**src/rtl/divider_result_fixup_if.sv**
```systemverilog
// Operand/result bundle between the issuing logic, the divider core outputs and the fixup stage.
interface divider_result_fixup_if #(
    parameter int WIDTHN = 16,
    parameter int WIDTHD = 16,
    parameter int ERRW   = 16
);
    logic              clken;
    logic              in_valid;
    logic [WIDTHN-1:0] numer;
    logic [WIDTHD-1:0] denom;
    logic [WIDTHN-1:0] core_quotient;
    logic [WIDTHD-1:0] core_remain;
    logic [WIDTHN-1:0] quot_o;
    logic [WIDTHD-1:0] rem_o;
    logic              out_valid;
    logic              div_by_zero;
    logic              overflow;
    logic [ERRW-1:0]   err_count;

    modport master (
        output clken, in_valid, numer, denom, core_quotient, core_remain,
        input  quot_o, rem_o, out_valid, div_by_zero, overflow, err_count
    );

    modport slave (
        input  clken, in_valid, numer, denom, core_quotient, core_remain,
        output quot_o, rem_o, out_valid, div_by_zero, overflow, err_count
    );
endinterface

```
**src/rtl/divider_result_fixup.sv**
```systemverilog
// Result fixup after the divider core: carries operand sideband alongside the core pipeline,
// signs the remainder, forces divide-by-zero / overflow results and counts exceptions.
module divider_result_fixup #(
    parameter int WIDTHN  = 16,
    parameter int WIDTHD  = 16,
    parameter int LATENCY = 4,
    parameter int SIGNED  = 1,
    parameter int ERRW    = 16
) (
    input logic                clk,
    input logic                reset,
    divider_result_fixup_if.slave bus
);
    localparam logic              SGN          = (SIGNED != 0);
    localparam logic [WIDTHN-1:0] NUM_MOST_NEG = {1'b1, {(WIDTHN-1){1'b0}}};
    localparam logic [WIDTHN-1:0] QUOT_MAX_POS = {1'b0, {(WIDTHN-1){1'b1}}};

    logic [LATENCY-1:0] sb_valid;
    logic [LATENCY-1:0] sb_neg;
    logic [LATENCY-1:0] sb_dz;
    logic [LATENCY-1:0] sb_ovf;

    logic              cap_neg;
    logic              cap_dz;
    logic              cap_ovf;
    logic              tail_valid;
    logic              tail_neg;
    logic              tail_dz;
    logic              tail_ovf;
    logic [WIDTHD-1:0] rem_fixed;

    logic [WIDTHN-1:0] quot_q;
    logic [WIDTHD-1:0] rem_q;
    logic              valid_q;
    logic              dz_q;
    logic              ovf_q;
    logic [ERRW-1:0]   err_q;

    always_comb begin
        cap_neg    = SGN & bus.numer[WIDTHN-1];
        cap_dz     = (bus.denom == '0);
        cap_ovf    = SGN & (bus.numer == NUM_MOST_NEG) & (bus.denom == '1);
        tail_valid = sb_valid[LATENCY-1];
        tail_neg   = sb_neg[LATENCY-1];
        tail_dz    = sb_dz[LATENCY-1];
        tail_ovf   = sb_ovf[LATENCY-1];
        // Remainder takes the numerator's sign; a zero remainder never becomes negative.
        if (tail_neg && (bus.core_remain != '0)) begin
            rem_fixed = ~bus.core_remain + WIDTHD'(1);
        end else begin
            rem_fixed = bus.core_remain;
        end
    end

    always_ff @(posedge clk or posedge reset) begin
        if (reset) begin
            sb_valid <= '0;
            sb_neg   <= '0;
            sb_dz    <= '0;
            sb_ovf   <= '0;
            quot_q   <= '0;
            rem_q    <= '0;
            valid_q  <= 1'b0;
            dz_q     <= 1'b0;
            ovf_q    <= 1'b0;
            err_q    <= '0;
        end else begin
            valid_q <= bus.clken & tail_valid;
            if (bus.clken) begin
                sb_valid[0] <= bus.in_valid;
                sb_neg[0]   <= cap_neg;
                sb_dz[0]    <= cap_dz;
                sb_ovf[0]   <= cap_ovf;
                for (int i = 1; i < LATENCY; i++) begin
                    sb_valid[i] <= sb_valid[i-1];
                    sb_neg[i]   <= sb_neg[i-1];
                    sb_dz[i]    <= sb_dz[i-1];
                    sb_ovf[i]   <= sb_ovf[i-1];
                end
                if (tail_valid) begin
                    if (tail_dz) begin
                        quot_q <= '1;
                        rem_q  <= '0;
                        dz_q   <= 1'b1;
                        ovf_q  <= 1'b0;
                    end else if (tail_ovf) begin
                        quot_q <= QUOT_MAX_POS;
                        rem_q  <= '0;
                        dz_q   <= 1'b0;
                        ovf_q  <= 1'b1;
                    end else begin
                        quot_q <= bus.core_quotient;
                        rem_q  <= rem_fixed;
                        dz_q   <= 1'b0;
                        ovf_q  <= 1'b0;
                    end
                    if ((tail_dz || tail_ovf) && (err_q != '1)) begin
                        err_q <= err_q + ERRW'(1);
                    end
                end
            end
        end
    end

    assign bus.quot_o      = quot_q;
    assign bus.rem_o       = rem_q;
    assign bus.out_valid   = valid_q;
    assign bus.div_by_zero = dz_q;
    assign bus.overflow    = ovf_q;
    assign bus.err_count   = err_q;
endmodule

```
**src/flat_wrapper.sv**
```systemverilog
// flat-port wrapper written by rule: the top's interface ports become plain ports
module divider_result_fixup_flat 
#(
    parameter int WIDTHN  = 16,
    parameter int WIDTHD  = 16,
    parameter int LATENCY = 4,
    parameter int SIGNED  = 1,
    parameter int ERRW    = 16
)
  (clk, reset, bus_clken, bus_in_valid, bus_numer, bus_denom, bus_core_quotient, bus_core_remain, bus_quot_o, bus_rem_o, bus_out_valid, bus_div_by_zero, bus_overflow, bus_err_count);
  divider_result_fixup_if #(.WIDTHN(WIDTHN), .WIDTHD(WIDTHD), .ERRW(ERRW)) bus_i ();
  input logic clk;
  input logic reset;
  input wire logic [$bits(bus_i.clken)-1:0] bus_clken;
  input wire logic [$bits(bus_i.in_valid)-1:0] bus_in_valid;
  input wire logic [$bits(bus_i.numer)-1:0] bus_numer;
  input wire logic [$bits(bus_i.denom)-1:0] bus_denom;
  input wire logic [$bits(bus_i.core_quotient)-1:0] bus_core_quotient;
  input wire logic [$bits(bus_i.core_remain)-1:0] bus_core_remain;
  output wire logic [$bits(bus_i.quot_o)-1:0] bus_quot_o;
  output wire logic [$bits(bus_i.rem_o)-1:0] bus_rem_o;
  output wire logic [$bits(bus_i.out_valid)-1:0] bus_out_valid;
  output wire logic [$bits(bus_i.div_by_zero)-1:0] bus_div_by_zero;
  output wire logic [$bits(bus_i.overflow)-1:0] bus_overflow;
  output wire logic [$bits(bus_i.err_count)-1:0] bus_err_count;
  assign bus_i.clken = bus_clken;
  assign bus_i.in_valid = bus_in_valid;
  assign bus_i.numer = bus_numer;
  assign bus_i.denom = bus_denom;
  assign bus_i.core_quotient = bus_core_quotient;
  assign bus_i.core_remain = bus_core_remain;
  assign bus_quot_o = bus_i.quot_o;
  assign bus_rem_o = bus_i.rem_o;
  assign bus_out_valid = bus_i.out_valid;
  assign bus_div_by_zero = bus_i.div_by_zero;
  assign bus_overflow = bus_i.overflow;
  assign bus_err_count = bus_i.err_count;
  divider_result_fixup #(.WIDTHN(WIDTHN), .WIDTHD(WIDTHD), .LATENCY(LATENCY), .SIGNED(SIGNED), .ERRW(ERRW)) u_core (.clk(clk), .reset(reset), .bus(bus_i));
endmodule
```
**config.mk**
```make
export PLATFORM = sky130hd
export DESIGN_NAME = divider_result_fixup_flat
export DESIGN_NICKNAME = d
export VERILOG_FILES = /design/src/rtl/divider_result_fixup_if.sv /design/src/rtl/divider_result_fixup.sv /design/src/flat_wrapper.sv
export SDC_FILE = /design/constraint.sdc
export NUM_CORES = 1
export LEC_CHECK = 0
export BUFFER_PORTS_ARGS = -buffer_cell sky130_fd_sc_hd__clkbuf_2
export CELL_PAD_IN_SITES_DETAIL_PLACEMENT = 0
export CELL_PAD_IN_SITES_GLOBAL_PLACEMENT = 1
export CORE_ASPECT_RATIO = 1.5
export CORE_MARGIN = 4
export CORE_UTILIZATION = 40
export CTS_CLUSTER_SIZE = 24
export DETAILED_ROUTE_END_ITERATION = 6
export HOLD_SLACK_MARGIN = 0.03
export PLACE_DENSITY_LB_ADDON = 0.1
export SKIP_LAST_GASP = 1
export SLEW_MARGIN = 10
export SYNTH_ARGS = -nofsm -noshare
export SYNTH_HDL_FRONTEND = slang
export SYNTH_SLANG_ARGS = --single-unit
```
**constraint.sdc**
```tcl
create_clock -name clk -period 4 [get_ports clk]
set_clock_uncertainty 0.15 [all_clocks]
set_input_delay 0.8 -clock clk [delete_from_list [all_inputs] [get_ports clk]]
set_output_delay 0.8 -clock clk [all_outputs]
set_load 0.005 [all_outputs]
```
==> flow_summary.toml <==
[grt]
first_global_vias = 2551
grt_max_degree = 48
track_usage_pct = 16.3
grt_antenna_before_repair = 0
overflow = 0
grt_pass1_wl_um = 11600

[worst_setup_path]
crit_type = "in -> reg"
worstPathMaxFanout = 31
start_kind = "input pin"
required_ns = 4.07
ff2ff_path_depth = 3
critPathSlowestCell = "or3_1"
r2r-end = "u_core.bus.rem_o[11]"
crit_buf_inv = 1
cp_top_family = "simple AND/OR/NAND/NOR gates"
cp.arrival_ns = 2.75
max_stage_delay_ns = 0.80
r2r-start = "u_core.sb_valid[3]"
cp-end-kind = "flip-flop"
startpoint = "bus_clken"
rrSetupSlack_ns = 1.83
path_cells = "clkbuf_2 > nand2_4 > or3_1 > o41ai_1"

[run]
cap_violations = 0

[logic_synthesis]
synth_ff_type = "dfrtp_1"
yosys-top-cells-area = "dfrtp_1 55%, mux2_2 5.2%, o22a_1 4.3%"
synth.top_cell.area_share_pct = 54.8
synth-async-reset-ratio_pct = 100
synth_area_per_cell_sq_um = 11.2
synth_edf_count = 0
synth_nets = 342
syn_inst = 272
seq_area_frac_synth_pct = 54.8
synthDistinctLibCells = 40
syn_area_sq_mm = 0.00306
yosysWarnings = 0
ys_seq_elements = 67
yosys.area.top_type = "dfrtp_1"

[sta]
setup_violations = 0
fmax_ghz = 0.372
setup_slack_ns = 1.31
relSlewSlack_pct = 33.2
maxSlewViolCount = 0
tns_ns = 0
worst_pin_slew_ns = 1.00
period_share_pct = 67.2
final.min_clock_period_ns = 2.69
rsz0062_at_grt = "false"
hold_viol_final = 0

[pwr]
p_clk_share_pct = 28.1
p_int_mw = 1.33
power.share.sequential_pct = 48.9
netSwitchingFraction_pct = 29.0
p_per_area_mw_per_mm2 = 478
p_leak_nw = 1.89
netSwitchingPower_uw = 545
comb_power_share_pct = 23.0
peakVddDrop_mv = 0.226

[finish]
areaGrowthSynthToFinish_pct = 28.5
nNetsFinal = 464
nFillCells = 711
finalInstanceArea_sq_mm = 0.00393
num_antenna_cells = 0
layout-drive-gt1-share_pct = 40.2

[clock_tree]
cts_tree = "yes"
ctsHoldBuffers = 0
cts.sinks = 67
clkTransAtPathRegs_ns = 0.07
cts_buffer_depth = 2
postCtsSetupRepairBufs = 0
h-tree-depth = 3
root_buffer = "clkbuf_8"
clock_latency_ns = 0.33
postCtsResizedCells = 0
cts_buffers = 9

[route]
route.detailed.wl_per_inst_um = 13.8
viasPerCell = 4.98
dr.first_iter.drc_count = 71
drc_errors = 0
finalWirelength_um = 6850
vias = 2479
final_antenna_net_count = 0
dr.pass1.iters = 4

[floorplanning]
io_pins = 119
num_rows = 38
start_util_pct = 41.8
die_w_um = 79.4
die_y_um = 115
die-area_sq_mm = 0.00914
core_area_sq_mm = 0.00732

[worst_hold_path]
whs_path_depth = 2
hold_start = "u_core.bus.div_by_zero"
min_path_type = "reg -> reg"
hold_path_end = "u_core.bus.div_by_zero"

[run_status]
status = "finished clean"

[placed_design]
dp_hpwl_um = 5310
port_buffers = 118
place_ws_ns = 0.948
place_area_sq_mm = 0.00375
place.gp.congestion = 0.759
-- logic make-up after synthesis --
group	synth area share (%)
AOI/OAI and AO/OA	11.5
xor gates and xnor gates	7.73
adders and majority gates	0.818
buffers and inverters	2.62
DFF	54.8
muxes	5.81
and+or+nand+nor	16.7
-- metal layers --
metal  up-vias  wire length [um]  track usage, %
met5         -                 0               0
li1       1232                 -               -
met4         0               121            7.91
met1      1156              2850            19.5
met3        10               386            2.90
met2        81              3500            28.0
-- sequential cells by signal (all words and copies together) (netlist names) --
register                cells
u_core.bus.overflow         1
u_core.sb_valid             4
u_core.bus.quot_o          16
u_core.bus.div_by_zero      1
u_core.sb_ovf               4
u_core.bus.out_valid        1
u_core.bus.err_count       16
u_core.sb_dz                4
u_core.bus.rem_o           16
u_core.sb_neg               4
-- final cells by class --
class,instances,area [sq um],area share (%)
Clock buffer,10,128,3.25
Clock inverter,5,55.1,1.40
Inverter,9,38.8,0.987
Multi-Input combinational cell,187,1300,33.1
Sequential cell,67,1680,42.6
Tap cell,100,125,3.18
Timing Repair Buffer,120,606,15.4
-- power groups by stage --
| stage | clock network (mW) | registers [mW] | logic, mW |
|---|---|---|---|
| global route | 0.576 | 0.943 | 0.492 |
| detailed placement | 0 | 0.937 | 0.443 |
| floorplan | 0 | 0.927 | 0.217 |
| global placement | 0 | 0.935 | 0.437 |
| CTS | 0.548 | 0.923 | 0.445 |
| finish | 0.527 | 0.919 | 0.432 |
-- through the flow --
step	utilization [%]	power (mW)	hold WS (ns)	std cells
floorplan	-	1.14	0.299	272
global placement	51.2	1.37	0.314	483
detailed placement	51.2	1.38	0.322	483
CTS	53.7	1.92	0.338	498
global route	53.7	2.01	0.352	498
finish	53.7	1.88	0.333	498
-- cells in the final DEF, fill, tap and decap left out, types with 6 or more instances in the layout --
cell type / n
clkbuf_2: 118
o22a_1: 15
xnor2_1: 12
nor4_1: 11
nand3_1: 11
mux2_2: 14
inv_1: 7
nand4_1: 13
xor2_1: 15
nand2_1: 31
o21ai_0: 20
clkbuf_8: 9
nor2_1: 6
dfrtp_1: 67
-- cell usage after synthesis (all sizes together) (3+ instances only) --
library cell	count
inv	8
o21ai	22
nand4	14
clkbuf	8
dfrtp	67
nor4b	3
nand2	32
nor4	12
a21oi	3
nor3	4
mux2	14
o22a	15
nand3	11
xor2	15
o31ai	4
nor2	9
xnor2	12
-- tightest hold or removal path: cells and delay by family, from the launching register on --
| kind | cells | cell delay, ns |
|---|---|---|
| simple gates | 2 | 0.10 |
| flops | 1 | 0.34 |
-- worst max path at each step --
stage                                   to  slack [ns]  cells past startpoint
CTS                   u_core.bus.rem_o[11]        1.28                      4
global placement      u_core.bus.rem_o[11]        0.99                      4
global route          u_core.bus.rem_o[11]        1.12                      4
floorplan           u_core.bus.div_by_zero        1.37                      1
finish                u_core.bus.rem_o[11]        1.31                      4
detailed placement    u_core.bus.rem_o[11]        0.95                      4
No activity file was read; power rests on OpenSTA's default activity.
